$ cat src/rtl/arm7tdmi_exception_entry_pkg.sv
// Shared types and constants for the exception entry sequencer.
package arm7tdmi_exception_entry_pkg;

  // Exception codes as produced by the priority/CPSR block; 0 means "none".
  typedef enum logic [2:0] {
    EXC_NONE = 3'd0,
    EXC_UND  = 3'd1,
    EXC_SWI  = 3'd2,
    EXC_PABT = 3'd3,
    EXC_DABT = 3'd4,
    EXC_IRQ  = 3'd5,
    EXC_FIQ  = 3'd6
  } exception_type_t;

  // Entry sequencer states, in the order they are visited.
  typedef enum logic [2:0] {
    ST_IDLE   = 3'd0,
    ST_SAVE   = 3'd1,
    ST_LINK   = 3'd2,
    ST_VECTOR = 3'd3,
    ST_REFILL = 3'd4
  } exc_entry_state_t;

  // Link register offsets added to the exception PC.
  localparam logic [31:0] LR_OFS_ARM   = 32'd4;
  localparam logic [31:0] LR_OFS_THUMB = 32'd2;
  localparam logic [31:0] LR_OFS_DABT  = 32'd8;

  // Register file index of the link register.
  localparam logic [3:0] REG_LR = 4'd14;

  // Thumb state bit position in a PSR word.
  localparam int CPSR_T_BIT = 5;

  // Only codes 1..6 describe a real exception.
  function automatic logic exc_type_valid(input logic [2:0] t);
    return (t >= 3'd1) && (t <= 3'd6);
  endfunction

endpackage

$ cat src/rtl/arm7tdmi_exception_entry_if.sv
// Request/strobe bundle between the priority block, the sequencer and the core.
//
// Handshake: a request is a level. The sequencer accepts it on a rising clk edge
// when it is idle, exception_taken=1, instr_boundary=1 and exception_type is 1..6.
// The source keeps the request up until entry_done; there is no ready signal,
// and busy=1 means that no request will be accepted. Every output strobe is a
// one-cycle registered pulse. Its data fields are zero while the strobe is low.
interface arm7tdmi_exception_entry_if;
  logic        exception_taken;
  logic [2:0]  exception_type;
  logic [4:0]  exception_mode;
  logic [31:0] exception_vector;
  logic [31:0] exception_cpsr;
  logic [31:0] exception_spsr;
  logic [31:0] exc_pc;
  logic        instr_boundary;
  logic        fetch_valid;
  logic        busy;
  logic        spsr_wr_en;
  logic [4:0]  spsr_wr_mode;
  logic [31:0] spsr_wr_data;
  logic        cpsr_wr_en;
  logic [31:0] cpsr_wr_data;
  logic        rf_wr_en;
  logic [3:0]  rf_wr_addr;
  logic [4:0]  rf_wr_mode;
  logic [31:0] rf_wr_data;
  logic        pc_load;
  logic [31:0] pc_load_addr;
  logic        pipe_flush;
  logic        entry_done;
  logic [2:0]  done_type;

  // Sequencer side.
  modport slave (
    input  exception_taken, exception_type, exception_mode, exception_vector,
           exception_cpsr, exception_spsr, exc_pc, instr_boundary, fetch_valid,
    output busy, spsr_wr_en, spsr_wr_mode, spsr_wr_data, cpsr_wr_en, cpsr_wr_data,
           rf_wr_en, rf_wr_addr, rf_wr_mode, rf_wr_data, pc_load, pc_load_addr,
           pipe_flush, entry_done, done_type
  );

  // Request source / core side.
  modport master (
    output exception_taken, exception_type, exception_mode, exception_vector,
           exception_cpsr, exception_spsr, exc_pc, instr_boundary, fetch_valid,
    input  busy, spsr_wr_en, spsr_wr_mode, spsr_wr_data, cpsr_wr_en, cpsr_wr_data,
           rf_wr_en, rf_wr_addr, rf_wr_mode, rf_wr_data, pc_load, pc_load_addr,
           pipe_flush, entry_done, done_type
  );
endinterface

$ cat src/rtl/arm7tdmi_exception_entry_lr_calc.sv
// Combinational link register value: exception PC plus a type-dependent offset.
module arm7tdmi_exception_entry_lr_calc
  import arm7tdmi_exception_entry_pkg::*;
(
  input  exception_type_t i_type,
  input  logic            i_thumb,
  input  logic [31:0]     i_exc_pc,
  output logic [31:0]     o_lr
);

  logic [31:0] w_ofs;

  // Pick the offset; only UND/SWI depend on the Thumb bit of the old CPSR.
  always_comb begin
    w_ofs = LR_OFS_ARM;
    case (i_type)
      EXC_UND, EXC_SWI: w_ofs = i_thumb ? LR_OFS_THUMB : LR_OFS_ARM;
      EXC_DABT:         w_ofs = LR_OFS_DABT;
      default:          w_ofs = LR_OFS_ARM;
    endcase
  end

  // 32-bit modulo add; a PC near the top of memory wraps to low addresses.
  assign o_lr = i_exc_pc + w_ofs;

endmodule

$ cat src/rtl/arm7tdmi_exception_entry.sv
// Exception entry sequencer: bank PSRs, write LR, load the vector, flush the
// pipeline and wait for REFILL_DEPTH fetches before reporting completion.
module arm7tdmi_exception_entry
  import arm7tdmi_exception_entry_pkg::*;
#(
  parameter int REFILL_DEPTH = 2,  // legal 0..7
  parameter int CNT_W        = 3   // must hold REFILL_DEPTH
)
(
  input  logic                        clk,
  input  logic                        rst_n,
  arm7tdmi_exception_entry_if.slave   bus,
  output exc_entry_state_t            o_dbg_state
);

  // Count value at which the final refill fetch arrives.
  localparam logic [CNT_W-1:0] LAST_CNT =
    CNT_W'((REFILL_DEPTH > 0) ? (REFILL_DEPTH - 1) : 0);
  localparam logic [CNT_W-1:0] CNT_ONE = CNT_W'(1);

  exc_entry_state_t r_state;
  logic [CNT_W-1:0] r_cnt;

  // Values captured at accept, used by the later steps.
  exception_type_t  r_type;
  logic [4:0]       r_mode;
  logic [31:0]      r_vector;
  logic [31:0]      r_lr;

  // Registered outputs.
  logic             r_busy;
  logic             r_spsr_wr_en;
  logic [4:0]       r_spsr_wr_mode;
  logic [31:0]      r_spsr_wr_data;
  logic             r_cpsr_wr_en;
  logic [31:0]      r_cpsr_wr_data;
  logic             r_rf_wr_en;
  logic [3:0]       r_rf_wr_addr;
  logic [4:0]       r_rf_wr_mode;
  logic [31:0]      r_rf_wr_data;
  logic             r_pc_load;
  logic [31:0]      r_pc_load_addr;
  logic             r_pipe_flush;
  logic             r_entry_done;
  logic [2:0]       r_done_type;

  exception_type_t  w_type;
  logic             w_accept;
  logic [31:0]      w_lr;

  assign w_type   = exception_type_t'(bus.exception_type);
  assign w_accept = bus.exception_taken && bus.instr_boundary &&
                    exc_type_valid(bus.exception_type);

  arm7tdmi_exception_entry_lr_calc u_lr_calc (
    .i_type   (w_type),
    .i_thumb  (bus.exception_spsr[CPSR_T_BIT]),
    .i_exc_pc (bus.exc_pc),
    .o_lr     (w_lr)
  );

  // Sequencer FSM; every output is decoded here one cycle ahead of its state.
  always_ff @(posedge clk or negedge rst_n) begin
    if (!rst_n) begin
      r_state        <= ST_IDLE;
      r_cnt          <= '0;
      r_type         <= EXC_NONE;
      r_mode         <= '0;
      r_vector       <= '0;
      r_lr           <= '0;
      r_busy         <= 1'b0;
      r_spsr_wr_en   <= 1'b0;
      r_spsr_wr_mode <= '0;
      r_spsr_wr_data <= '0;
      r_cpsr_wr_en   <= 1'b0;
      r_cpsr_wr_data <= '0;
      r_rf_wr_en     <= 1'b0;
      r_rf_wr_addr   <= '0;
      r_rf_wr_mode   <= '0;
      r_rf_wr_data   <= '0;
      r_pc_load      <= 1'b0;
      r_pc_load_addr <= '0;
      r_pipe_flush   <= 1'b0;
      r_entry_done   <= 1'b0;
      r_done_type    <= '0;
    end else begin
      // Strobes and their data are single-cycle; clear unless re-asserted below.
      r_spsr_wr_en   <= 1'b0;
      r_spsr_wr_mode <= '0;
      r_spsr_wr_data <= '0;
      r_cpsr_wr_en   <= 1'b0;
      r_cpsr_wr_data <= '0;
      r_rf_wr_en     <= 1'b0;
      r_rf_wr_addr   <= '0;
      r_rf_wr_mode   <= '0;
      r_rf_wr_data   <= '0;
      r_pc_load      <= 1'b0;
      r_pc_load_addr <= '0;
      r_pipe_flush   <= 1'b0;
      r_entry_done   <= 1'b0;
      r_done_type    <= '0;

      case (r_state)
        ST_IDLE: begin
          if (w_accept) begin
            r_type         <= w_type;
            r_mode         <= bus.exception_mode;
            r_vector       <= bus.exception_vector;
            r_lr           <= w_lr;
            r_state        <= ST_SAVE;
            r_busy         <= 1'b1;
            r_spsr_wr_en   <= 1'b1;
            r_spsr_wr_mode <= bus.exception_mode;
            r_spsr_wr_data <= bus.exception_spsr;
            r_cpsr_wr_en   <= 1'b1;
            r_cpsr_wr_data <= bus.exception_cpsr;
          end
        end
        ST_SAVE: begin
          r_state      <= ST_LINK;
          r_rf_wr_en   <= 1'b1;
          r_rf_wr_addr <= REG_LR;
          r_rf_wr_mode <= r_mode;
          r_rf_wr_data <= r_lr;
        end
        ST_LINK: begin
          r_state        <= ST_VECTOR;
          r_pc_load      <= 1'b1;
          r_pc_load_addr <= r_vector;
          r_pipe_flush   <= 1'b1;
        end
        ST_VECTOR: begin
          if (REFILL_DEPTH == 0) begin
            r_state      <= ST_IDLE;
            r_busy       <= 1'b0;
            r_entry_done <= 1'b1;
            r_done_type  <= r_type;
          end else begin
            r_state <= ST_REFILL;
          end
        end
        ST_REFILL: begin
          if (bus.fetch_valid) begin
            if (r_cnt == LAST_CNT) begin
              r_state      <= ST_IDLE;
              r_cnt        <= '0;
              r_busy       <= 1'b0;
              r_entry_done <= 1'b1;
              r_done_type  <= r_type;
            end else begin
              r_cnt <= r_cnt + CNT_ONE;
            end
          end
        end
        default: begin
          r_state <= ST_IDLE;
          r_cnt   <= '0;
          r_busy  <= 1'b0;
        end
      endcase
    end
  end

  assign bus.busy         = r_busy;
  assign bus.spsr_wr_en   = r_spsr_wr_en;
  assign bus.spsr_wr_mode = r_spsr_wr_mode;
  assign bus.spsr_wr_data = r_spsr_wr_data;
  assign bus.cpsr_wr_en   = r_cpsr_wr_en;
  assign bus.cpsr_wr_data = r_cpsr_wr_data;
  assign bus.rf_wr_en     = r_rf_wr_en;
  assign bus.rf_wr_addr   = r_rf_wr_addr;
  assign bus.rf_wr_mode   = r_rf_wr_mode;
  assign bus.rf_wr_data   = r_rf_wr_data;
  assign bus.pc_load      = r_pc_load;
  assign bus.pc_load_addr = r_pc_load_addr;
  assign bus.pipe_flush   = r_pipe_flush;
  assign bus.entry_done   = r_entry_done;
  assign bus.done_type    = r_done_type;
  assign o_dbg_state      = r_state;

endmodule

$ cat src/flat_wrapper.sv
// flat-port wrapper written by rule: the top's interface ports become plain ports
module arm7tdmi_exception_entry_flat import arm7tdmi_exception_entry_pkg::*;
#(
  parameter int REFILL_DEPTH = 2,               
  parameter int CNT_W        = 3                            
)
  (clk, rst_n, o_dbg_state, bus_exception_taken, bus_exception_type, bus_exception_mode, bus_exception_vector, bus_exception_cpsr, bus_exception_spsr, bus_exc_pc, bus_instr_boundary, bus_fetch_valid, bus_busy, bus_spsr_wr_en, bus_spsr_wr_mode, bus_spsr_wr_data, bus_cpsr_wr_en, bus_cpsr_wr_data, bus_rf_wr_en, bus_rf_wr_addr, bus_rf_wr_mode, bus_rf_wr_data, bus_pc_load, bus_pc_load_addr, bus_pipe_flush, bus_entry_done, bus_done_type);
  arm7tdmi_exception_entry_if bus_i ();
  input  logic clk;
  input  logic rst_n;
  output exc_entry_state_t o_dbg_state;
  input wire logic [$bits(bus_i.exception_taken)-1:0] bus_exception_taken;
  input wire logic [$bits(bus_i.exception_type)-1:0] bus_exception_type;
  input wire logic [$bits(bus_i.exception_mode)-1:0] bus_exception_mode;
  input wire logic [$bits(bus_i.exception_vector)-1:0] bus_exception_vector;
  input wire logic [$bits(bus_i.exception_cpsr)-1:0] bus_exception_cpsr;
  input wire logic [$bits(bus_i.exception_spsr)-1:0] bus_exception_spsr;
  input wire logic [$bits(bus_i.exc_pc)-1:0] bus_exc_pc;
  input wire logic [$bits(bus_i.instr_boundary)-1:0] bus_instr_boundary;
  input wire logic [$bits(bus_i.fetch_valid)-1:0] bus_fetch_valid;
  output wire logic [$bits(bus_i.busy)-1:0] bus_busy;
  output wire logic [$bits(bus_i.spsr_wr_en)-1:0] bus_spsr_wr_en;
  output wire logic [$bits(bus_i.spsr_wr_mode)-1:0] bus_spsr_wr_mode;
  output wire logic [$bits(bus_i.spsr_wr_data)-1:0] bus_spsr_wr_data;
  output wire logic [$bits(bus_i.cpsr_wr_en)-1:0] bus_cpsr_wr_en;
  output wire logic [$bits(bus_i.cpsr_wr_data)-1:0] bus_cpsr_wr_data;
  output wire logic [$bits(bus_i.rf_wr_en)-1:0] bus_rf_wr_en;
  output wire logic [$bits(bus_i.rf_wr_addr)-1:0] bus_rf_wr_addr;
  output wire logic [$bits(bus_i.rf_wr_mode)-1:0] bus_rf_wr_mode;
  output wire logic [$bits(bus_i.rf_wr_data)-1:0] bus_rf_wr_data;
  output wire logic [$bits(bus_i.pc_load)-1:0] bus_pc_load;
  output wire logic [$bits(bus_i.pc_load_addr)-1:0] bus_pc_load_addr;
  output wire logic [$bits(bus_i.pipe_flush)-1:0] bus_pipe_flush;
  output wire logic [$bits(bus_i.entry_done)-1:0] bus_entry_done;
  output wire logic [$bits(bus_i.done_type)-1:0] bus_done_type;
  assign bus_i.exception_taken = bus_exception_taken;
  assign bus_i.exception_type = bus_exception_type;
  assign bus_i.exception_mode = bus_exception_mode;
  assign bus_i.exception_vector = bus_exception_vector;
  assign bus_i.exception_cpsr = bus_exception_cpsr;
  assign bus_i.exception_spsr = bus_exception_spsr;
  assign bus_i.exc_pc = bus_exc_pc;
  assign bus_i.instr_boundary = bus_instr_boundary;
  assign bus_i.fetch_valid = bus_fetch_valid;
  assign bus_busy = bus_i.busy;
  assign bus_spsr_wr_en = bus_i.spsr_wr_en;
  assign bus_spsr_wr_mode = bus_i.spsr_wr_mode;
  assign bus_spsr_wr_data = bus_i.spsr_wr_data;
  assign bus_cpsr_wr_en = bus_i.cpsr_wr_en;
  assign bus_cpsr_wr_data = bus_i.cpsr_wr_data;
  assign bus_rf_wr_en = bus_i.rf_wr_en;
  assign bus_rf_wr_addr = bus_i.rf_wr_addr;
  assign bus_rf_wr_mode = bus_i.rf_wr_mode;
  assign bus_rf_wr_data = bus_i.rf_wr_data;
  assign bus_pc_load = bus_i.pc_load;
  assign bus_pc_load_addr = bus_i.pc_load_addr;
  assign bus_pipe_flush = bus_i.pipe_flush;
  assign bus_entry_done = bus_i.entry_done;
  assign bus_done_type = bus_i.done_type;
  arm7tdmi_exception_entry #(.REFILL_DEPTH(REFILL_DEPTH), .CNT_W(CNT_W)) u_core (.clk(clk), .rst_n(rst_n), .bus(bus_i), .o_dbg_state(o_dbg_state));
endmodule
$ cat config.mk
export PLATFORM = sky130hd
export DESIGN_NAME = arm7tdmi_exception_entry_flat
export DESIGN_NICKNAME = d
export VERILOG_FILES = /design/src/rtl/arm7tdmi_exception_entry_pkg.sv /design/src/rtl/arm7tdmi_exception_entry_if.sv /design/src/rtl/arm7tdmi_exception_entry_lr_calc.sv /design/src/rtl/arm7tdmi_exception_entry.sv /design/src/flat_wrapper.sv
export SDC_FILE = /design/constraint.sdc
export NUM_CORES = 1
export LEC_CHECK = 0
export BUFFER_PORTS_ARGS = -buffer_cell sky130_fd_sc_hd__buf_2
export CAP_MARGIN = 10
export CORE_ASPECT_RATIO = 0.6
export CORE_UTILIZATION = 37
export CTS_CLUSTER_DIAMETER = 100
export CTS_CLUSTER_SIZE = 12
export DETAILED_ROUTE_END_ITERATION = 10
export PLACE_DENSITY = 0.58
export SLEW_MARGIN = 20
export SYNTH_ARGS = -nofsm -noshare
export SYNTH_HDL_FRONTEND = slang
export SYNTH_HIERARCHICAL = 1
export SYNTH_SLANG_ARGS = --single-unit
$ cat constraint.sdc
create_clock -name clk -period 2.3 [get_ports clk]
set_input_delay 0.46 -clock clk [delete_from_list [all_inputs] [get_ports clk]]
set_output_delay 0.46 -clock clk [all_outputs]
set_load 0.05 [all_outputs]
==> metrics.txt <==
# TYPE chip_impl_metric gauge
chip_impl_info{name="run_status",value="completed"} 1
chip_impl_metric{name="globalRoute.totalOverflow",unit=""} 0
chip_impl_metric{name="cts_buffers",unit=""} 22
chip_impl_metric{name="design.final.nets",unit=""} 1045
chip_impl_metric{name="place.port_buffers",unit=""} 294
chip_impl_metric{name="syn_nets",unit=""} 745
chip_impl_metric{name="drt_wl_total",unit="mm"} 20.0
chip_impl_info{name="top_usage_layer",value="met2"} 1
chip_impl_info{name="root_buffer",value="clkbuf_16"} 1
chip_impl_metric{name="layoutNonFillerInstCount",unit=""} 1210
chip_impl_metric{name="slew_headroom",unit="%"} 63.3
chip_impl_metric{name="synth_seq_area_share",unit="%"} 66.6
chip_impl_metric{name="post_synth_num_cell_types",unit=""} 40
chip_impl_metric{name="clk_pin_slew_worst_paths",unit="ns"} 0.06
chip_impl_metric{name="clkSinkCount",unit=""} 224
chip_impl_metric{name="synth_area",unit="um^2"} 8420
chip_impl_metric{name="async_reset_ff_share",unit="%"} 100
chip_impl_metric{name="critPathArrivalTime",unit="ns"} 2.53
chip_impl_metric{name="post_route_skew",unit="ns"} 0.00887
chip_impl_metric{name="post-route-min-period",unit="ns"} 2.16
chip_impl_info{name="yosys-top-cells-count",value="dfrtp_1 (224), and2_1 (112), mux2_2 (72)"} 1
chip_impl_info{name="post-synth-top-count-cell",value="dfrtp_1"} 1
chip_impl_metric{name="grt_pass1_vias",unit=""} 5534
chip_impl_metric{name="drtIter0Drc",unit=""} 241
chip_impl_info{name="worstReg2RegEnd",value="u_core/r_vector[17]"} 1
chip_impl_metric{name="antenna_found_initial",unit=""} 1
chip_impl_metric{name="dp_hpwl",unit="mm"} 14.1
chip_impl_info{name="cts_tree",value="yes"} 1
chip_impl_metric{name="worstMarginPinSlew",unit="ns"} 0.548
chip_impl_metric{name="post-route-period-util",unit="%"} 93.8
chip_impl_metric{name="ys_warn_count",unit=""} 6
chip_impl_metric{name="synth.avg_cell_area",unit="um^2"} 14.0
chip_impl_metric{name="drt_pre_antenna_iters",unit=""} 6
chip_impl_metric{name="via_count",unit=""} 5516
chip_impl_metric{name="crit_fanout",unit=""} 12
chip_impl_metric{name="setup_viol",unit=""} 0
chip_impl_metric{name="antenna_left",unit=""} 0
chip_impl_info{name="timing.setup.critical_path_class",value="in2reg"} 1
chip_impl_metric{name="finalHoldViolCount",unit=""} 0
chip_impl_metric{name="gp_routability_congestion",unit=""} 0.736
chip_impl_metric{name="clk-insertion-delay-late",unit="ns"} 0.49
chip_impl_metric{name="area_growth",unit="%"} 30.1
chip_impl_metric{name="max_clock_buf_depth",unit=""} 3
chip_impl_info{name="worst_r2r_startpoint",value="u_core/o_dbg_state[0]"} 1
chip_impl_info{name="synth-main-ff-cell",value="dfrtp_1"} 1
chip_impl_metric{name="synthesis.instances",unit=""} 600
chip_impl_metric{name="synth_top_area_share",unit="%"} 66.6
chip_impl_metric{name="io_pins",unit=""} 296
chip_impl_metric{name="placed_cells_incl_taps",unit=""} 1182
chip_impl_metric{name="postSynthRegisterBits",unit=""} 224
chip_impl_info{name="unrepaired_setup_endpoints_after_global_routing",value="false"} 1
chip_impl_metric{name="finalMaxSlewViolations",unit=""} 0
chip_impl_info{name="timing.critical_path.to_type",value="flop"} 1
chip_impl_metric{name="grt_util_met3",unit="%"} 6.37
chip_impl_info{name="start_kind",value="input pin"} 1
chip_impl_metric{name="grt_use_met2",unit="%"} 25.4
chip_impl_metric{name="fill_cells",unit=""} 2053
chip_impl_metric{name="global_route_wire_length_before_repair",unit="mm"} 31.3
chip_impl_metric{name="core-area",unit="um^2"} 22200
chip_impl_metric{name="cell_area_power_density",unit="nW/um^2"} 1220
chip_impl_metric{name="floorplan.die.height",unit="um"} 119
chip_impl_metric{name="fmaxAchievable",unit="MHz"} 464
chip_impl_metric{name="vdd.ir_drop.worst",unit="mV"} 1.09
chip_impl_metric{name="drive_gt1_share",unit="%"} 46.9
chip_impl_metric{name="pin_count_of_the_biggest_net_entering_global_routing",unit=""} 82
chip_impl_metric{name="leakage_power",unit="nW"} 5.85
chip_impl_metric{name="drt_drc_violations_left",unit=""} 0
chip_impl_info{name="startpoint",value="bus_exception_type[1]"} 1
chip_impl_metric{name="holdWs",unit="ns"} 0.167
chip_impl_info{name="ys_top_cells_by_area",value="dfrtp_1 (67%), mux2_2 (9.6%), and2_1 (8.3%), and3_1 (3.1%), xnor2_1 (2.8%)"} 1
chip_impl_metric{name="max-cap-violations",unit=""} 0
chip_impl_info{name="post-synth-top-area-cell",value="dfrtp_1"} 1
chip_impl_metric{name="htree_levels",unit=""} 1
chip_impl_metric{name="synth-edff-count",unit=""} 0
chip_impl_metric{name="placement_rows",unit=""} 42
chip_impl_metric{name="regToRegSetupSlack",unit="ns"} 0.39
chip_impl_metric{name="globalRouteMet1Util",unit="%"} 23.8
chip_impl_info{name="worstHoldPathType",value="in2reg"} 1
chip_impl_metric{name="cp.required",unit="ns"} 2.67
chip_impl_metric{name="vias_per_cell",unit=""} 4.56
chip_impl_metric{name="start_util",unit="%"} 38.0
chip_impl_metric{name="overall_global_routing_resource_usage",unit="%"} 17.1
chip_impl_metric{name="die_area",unit="um^2"} 23400
chip_impl_metric{name="floorplan.die.width",unit="um"} 197
chip_impl_metric{name="wl_per_cell",unit="um"} 16.6
chip_impl_metric{name="r2r_cells",unit=""} 4
chip_impl_info{name="setup.worst_path.end",value="u_core/r_lr[28]"} 1
[final cells by class]
cell class                      count  area (um^2)  area share, %
Sequential cell                   224         5610           51.2
Multi-Input combinational cell    335         2610           23.8
Timing Repair Buffer              315         1730           15.8
Clock buffer                       23          576           5.26
Tap cell                          308          385           3.52
Clock inverter                      1         30.0          0.274
Inverter                            2         7.51         0.0686
Antenna cell                        2         5.00         0.0457
[per-layer routing]
layer | vias to the layer above | wire, um | part of all wire (%)
li1 | 2589 | - | -
met1 | 2718 | 9130 | 46
met5 | - | 0 | 0
met3 | 25 | 1870 | 9.3
met4 | 0 | 346 | 1.7
met2 | 184 | 8690 | 43
[how the worst min path moves through the flow]
stage / from / end / cells past startpoint
4_1_cts: bus_exception_cpsr[21] / u_core/bus.cpsr_wr_data[21] / 2
3_3_place_gp: rst_n / u_core/r_lr[23] / 1
6_report: bus_exception_cpsr[21] / u_core/bus.cpsr_wr_data[21] / 2
3_5_place_dp: rst_n / u_core/bus.rf_wr_data[21] / 1
5_1_grt: bus_exception_cpsr[21] / u_core/bus.cpsr_wr_data[21] / 2
2_1_floorplan: rst_n / u_core/bus.busy / 0
[report_power, final]
group          switching [mW]  internal, mW  leakage [nW]
Clock                    1.38          1.87         0.298
Combinational            3.11          1.46          2.61
Sequential              0.435          5.09          2.94
Total                    4.93          8.41          5.85
[placed cells by master (no fill, tap or decap), drive strengths merged, types with 5 or more instances in the layout]
master / netlist / layout
and3: 42 / 42
nor3: 6 / 6
clkbuf: 18 / 23
nand4: 13 / 13
nand2: 8 / 8
xnor2: 27 / 27
buf: 21 / 314
nor3b: 6 / 6
dfrtp: 224 / 224
nor2: 5 / 5
mux2: 72 / 72
nand3: 9 / 9
and2: 112 / 112
[cells by family after synthesis]
family                     Yosys count  synth area share, %
DFF                                224                 66.6
and+or+nand+nor                    214                 16.1
muxes                               72                 9.63
buffers and inverters               41                 2.63
xor gates and xnor gates            30                 3.12
AOI/OAI and AO/OA                   14                 1.19
adders and majority gates            4                0.684
other                                1               0.0446
[critical path, cell delays in order]
cell	delay, ns
buf_2	0.14
xnor2_1	0.14
nor3b_2	0.20
nor2_1	0.09
ha_1	0.31
a211oi_1	0.48
nor3b_4	0.09
buf_12	0.17
nand4_1	0.10
xnor2_1	0.07
mux2_2	0.26
[registers in the layout, indices dropped and copies added (netlist names), 3 cells and up]
| name | cells |
|---|---|
| u_core/bus.spsr_wr_mode | 5 |
| u_core/bus.spsr_wr_data | 32 |
| u_core/r_type | 3 |
| u_core/bus.done_type | 3 |
| u_core/bus.cpsr_wr_data | 32 |
| u_core/r_cnt | 3 |
| u_core/o_dbg_state | 3 |
| u_core/bus.rf_wr_data | 32 |
| u_core/r_vector | 32 |
| u_core/bus.rf_wr_mode | 5 |
| u_core/r_mode | 5 |
| u_core/bus.pc_load_addr | 32 |
| u_core/r_lr | 32 |
[metrics by stage]
step                instance area, um^2  power (mW)  utilization [%]  TNS (ns)  setup WS, ns
floorplan                          8430        8.94                -         0       0.00427
global placement                  10300        10.2             46.5    -11.55        -0.669
detailed placement                10300        10.2             46.5    -13.23        -0.781
CTS                               10900        13.6             49.4         0         0.179
global route                      10900        14.1             49.4         0        0.0424
finish                            10900        13.3             49.4         0         0.143
[repair_timing]
item	4_1_cts	5_1_grt
setup buffers	1	0
resized for setup	1	0
endpoints found under the hold margin	34	0
setup endpoints to repair	12	0
hold buffers	1	0
Power figures use the tool's default switching activity.
